<file path="config.mk">
export PLATFORM = sky130hd
export DESIGN_NAME = keypad_encoder
export DESIGN_NICKNAME = d
export VERILOG_FILES = /design/src/rtl/keypad_encoder.sv
export SDC_FILE = /design/constraint.sdc
export NUM_CORES = 1
export LEC_CHECK = 0
export CORE_MARGIN = 10
export CORE_UTILIZATION = 50
export CTS_CLUSTER_DIAMETER = 120
export CTS_CLUSTER_SIZE = 25
export DETAILED_ROUTE_END_ITERATION = 6
export MAX_ROUTING_LAYER = met4
export PLACE_DENSITY = 0.74
export SKIP_CTS_REPAIR_TIMING = 1
export SLEW_MARGIN = 20
export SYNTH_ARGS = -nofsm -noshare
export SYNTH_HDL_FRONTEND = slang
export SYNTH_SLANG_ARGS = --single-unit
</file>
<file path="constraint.sdc">
create_clock -name clk -period 5.3 [get_ports clk]
set_input_delay 1.06 -clock clk [delete_from_list [all_inputs] [get_ports clk]]
set_output_delay 1.06 -clock clk [all_outputs]
set_load 0.005 [all_outputs]
</file>
<file path="src/rtl/keypad_encoder.sv">
// keypad_encoder: debounced 10-key decimal keypad to BCD with one-cycle loadn strobe.
// Define KEYPAD_PRIORITY_EN to accept multi-key presses as their lowest set index.
module keypad_encoder #(
    parameter int DEBOUNCE_CYCLES = 4,
    parameter int CNT_W           = 8
) (
    input  logic       clk,
    input  logic       clr,
    input  logic [9:0] keys,
    input  logic       enable,
    output logic [3:0] data,
    output logic       loadn,
    output logic       busy
);

    typedef enum logic [1:0] {
        IDLE,
        DEBOUNCE,
        EMIT,
        RELEASE
    } state_t;

    localparam logic [CNT_W-1:0] LIMIT = CNT_W'(DEBOUNCE_CYCLES);
    localparam logic [CNT_W-1:0] LAST  = CNT_W'(DEBOUNCE_CYCLES - 1);
    localparam logic [CNT_W-1:0] ONE   = CNT_W'(1);

    state_t           state;
    state_t           state_d;
    logic [9:0]       k1;
    logic [9:0]       ks;
    logic [CNT_W-1:0] cnt;
    logic [CNT_W-1:0] cnt_d;
    logic [3:0]       enc;
    logic [3:0]       enc_q;
    logic [3:0]       data_d;
    logic             valid;
    logic             match;

    // lowest set index; for a one-hot pattern this is simply its index
    always_comb begin
        enc = 4'd0;
        for (int i = 9; i >= 0; i--) begin
            if (ks[i]) enc = 4'(i);
        end
    end

`ifdef KEYPAD_PRIORITY_EN
    assign valid = |ks;
    assign match = valid && (enc == enc_q);
`else
    logic [9:0] pat;

    always_ff @(posedge clk) begin
        if (clr) begin
            pat <= '0;
        end else if (state == IDLE) begin
            pat <= ks;
        end
    end

    assign valid = $onehot(ks);
    assign match = (ks == pat);
`endif

    always_comb begin
        state_d = state;
        cnt_d   = cnt;
        data_d  = data;
        unique case (state)
            IDLE: begin
                cnt_d = '0;
                if (enable && valid) begin
                    state_d = DEBOUNCE;
                    cnt_d   = ONE;
                end
            end
            DEBOUNCE: begin
                if (!enable || !match) begin
                    state_d = IDLE;
                    cnt_d   = '0;
                end else if (cnt == LIMIT) begin
                    state_d = EMIT;
                    cnt_d   = '0;
                    data_d  = enc_q;
                end else begin
                    cnt_d = cnt + ONE;
                end
            end
            EMIT: begin
                state_d = RELEASE;
                cnt_d   = '0;
            end
            RELEASE: begin
                // enable is deliberately ignored so a held key cannot re-trigger
                if (ks != '0) begin
                    cnt_d = '0;
                end else if (cnt == LAST) begin
                    state_d = IDLE;
                    cnt_d   = '0;
                end else begin
                    cnt_d = cnt + ONE;
                end
            end
            default: begin
                state_d = IDLE;
                cnt_d   = '0;
            end
        endcase
    end

    always_ff @(posedge clk) begin
        if (clr) begin
            k1    <= '0;
            ks    <= '0;
            state <= IDLE;
            cnt   <= '0;
            enc_q <= 4'd0;
            data  <= 4'd0;
            loadn <= 1'b1;
            busy  <= 1'b0;
        end else begin
            k1    <= keys;
            ks    <= k1;
            state <= state_d;
            cnt   <= cnt_d;
            data  <= data_d;
            loadn <= (state != EMIT);
            busy  <= (state_d != IDLE);
            if (state == IDLE) enc_q <= enc;
        end
    end

endmodule

</file>
==> run_results.csv <==
group,metric,value,unit
setup_path,end_kind,"register",
yosys,ys_async_sr_fraction,0,%
grt,grt_pass1_vias,1503,
sta,fin_crit_sh,71.1,%
cells_and_area,fin_util,60.7,%
placed_design,place_congestion,0.845,
clocking,clkSlewWorstSetupHoldPaths,90,ps
floorplan,initial_utilization,52.6,%
setup_path,r2r_start,"ks[0]",
clocking,insertion_delay,300,ps
cells_and_area,final_common_cell,"dfxtp_1",
floorplan,die_w,85.4,µm
setup_path,cp.required,5510,ps
yosys,syn_nets,254,
routing,drt_iter0_drc,57,
routing,drt_pass1_iterations,4,
cells_and_area,fin_nets,272,
grt,overflow,0,
setup_path,worst-path-max-fanout,8,
setup_path,crit_family,"adder cells",
sta,clock.fmax,265,MHz
placed_design,dp.final_hpwl,2.69,mm
grt,track_usage,10.9,%
flow_run,drv_cap,0,
routing,drt-met1-wl,1.87,mm
routing,drcViolationCount,0,
yosys,ys_types,35,
floorplan,dieArea,7290,µm²
sta,layout_min_cycle_time,3770,ps
yosys,yosysWarnings,0,
setup_path,cp_cell_sequence,"fa_1, fa_1, inv_1, fa_1, inv_1, ha_1, inv_1, fa_1, a2111oi_0, a21oi_1, or4_1, o31ai_1",
worst_hold_path,hold_path.class,"register to register",
clocking,cts_htree_levels,2,
yosys,synth-seq-cells,50,
routing,antenna_left,0,
setup_path,max_stage_delay,530,ps
cells_and_area,fillCellCount,347,
sta,tightest_slew,925,ps
pwr,total_power,745,µW
grt,grt_max_degree,25,
yosys,synth_flop_cell,"dfxtp_1",
routing,avgRoutedWirePerCell,12.3,µm
cells_and_area,area_delta_synth_final,15.4,%
sta,setup_violations,0,
clocking,root_buffer,"clkbuf_8",
floorplan,core_area,4060,µm²
yosys,seq_area_frac_synth,46.9,%
sta,fin_setup_tns,0,ps
clocking,cts_sinks,50,
setup_path,critPathArrivalTime,3980,ps
sta,slew_viol_final,0,
cells_and_area,diodes,0,
routing,num_vias,1534,
routing,dr.max_layer_used,"met4",
setup_path,worstSetupPathType,"register to register",
cells_and_area,drive_gt1_share,5.62,%
clocking,cts_tree,"built",
routing,wl_met2,1.63,mm
setup_path,slowest_stage,"or4_1",
setup_path,crit_cells,12,
yosys,synth_top_cell_area_share,46.9,%
routing,routed_via_density,5.13,
yosys,netlist_top_cells_area,"dfxtp_1 (47%), nor2b_1 (6.2%), fa_1 (5.6%)",
clocking,numCtsBuffers,5,
worst_hold_path,min-delay-start,"k1[6]",
pwr,ir_worst_vdd,0.000206,V
yosys,synth_edf_count,0,
worst_hold_path,min_path_cells,1,
routing,wl,3.69,mm
grt,antenna_found_initial,0,
sta,relSlewSlack,38.1,%
pwr,p_leak,0.000900,µW
sta,clock_skew,6.14,ps
yosys,synth.largest_area_cell,"dfxtp_1",
floorplan,die_y,85.4,µm
yosys,syn_inst,230,
setup_path,worstSetupStartpointType,"register",
yosys,avgSynthCellArea,9.29,µm²
sta,finalHoldViolCount,0,
setup_path,cp_common_cell,"fa_1",
sta,rsz0062_at_grt,"false",
yosys,syn_area,2140,µm²
placed_design,portBuffers,18,
grt,grt_pass1_wl,6.53,mm
setup_path,path_buf_inv,3,
floorplan,ios,19,
status,outcome,"finished, final reports clean",
setup_path,rr_worst_depth,12,
cells_and_area,layout_common_cells,"dfxtp_1 (50), nand2_1 (25), nor2b_1 (21)",
pwr,powerDensity,302,nW/µm²
routing,wl_met3,143,µm
floorplan,core.rowCount,23,
clocking,clock_path_buffers,2,
setup_path,cp-startpoint,"ks[0]",
-- sequential cells by signal (all words and copies together) (netlist names) --
signal  count
busy        1
cnt         8
data        4
enc_q       4
k1         10
ks         10
loadn       1
pat        10
state       2
-- per-layer routing --
layer  track usage [%]  up-vias
li1                  -      793
met1              12.6      712
met2              17.5       24
met3              3.35        5
met4              3.59        0
met5                 -        -
-- cells by family (layout without fill, tap and decap cells) --
logic type                 after synthesis  count (layout)  share of synthesized area, %
buffers and inverters                   25              44                          4.39
muxes                                    4               4                          1.87
AOI/OAI and AO/OA                       29              29                          7.85
adders and majority gates               11              11                          8.55
and+or+nand+nor                         96              96                          24.3
DFF                                     50              50                          46.9
xor gates and xnor gates                15              15                          6.15
-- synth_stat cells (2+ instances only) --
master	n
dfxtp_1	50
clkbuf_1	8
nand2b_1	2
nand2_1	25
xnor2_1	12
o21ai_0	2
nor4_1	2
nand3_1	4
nor3_1	6
o31ai_1	2
nand4_1	5
nor2_1	18
xor2_1	3
or3_1	2
ha_1	5
fa_1	6
o21bai_1	2
inv_1	17
nor2b_1	21
a21oi_1	18
or4_1	2
a2111oi_0	2
mux2i_1	4
-- power breakdown --
| part | switching [µW] | internal (µW) | leakage, µW |
|---|---|---|---|
| Clock | 121 | 139 | 0.0000579 |
| Sequential | 11.9 | 391 | 0.000409 |
| Combinational | 45.0 | 37.1 | 0.000433 |
| Total | 178 | 567 | 0.000900 |
-- area by class of cell --
cell class	instances	area, µm²	area share, %
Clock inverter	3	40.0	1.62
Tap cell	50	62.6	2.54
Multi-Input combinational cell	155	1040	42.2
Inverter	17	63.8	2.59
Sequential cell	50	1000	40.6
Timing Repair Buffer	19	188	7.61
Clock buffer	5	68.8	2.79
-- worst paths after layout --
path / end / slack, ps
setup / recovery: state[0] / 1530
hold / removal: ks[6] / 440
setup reg to reg: state[0] / 1530
hold reg to reg: ks[6] / 440
-- per-stage QoR --
step | instances | setup WS [ps] | cell area, µm² | hold slack [ps]
global placement | 291 | 1650 | 2360 | 418
finish | 299 | 1530 | 2460 | 440
global route | 299 | 1310 | 2460 | 454
detailed placement | 291 | 1530 | 2360 | 423
floorplan | 230 | 1760 | 2140 | 414
CTS | 299 | 1510 | 2460 | 444
No activity file was read; power rests on OpenSTA's default activity.
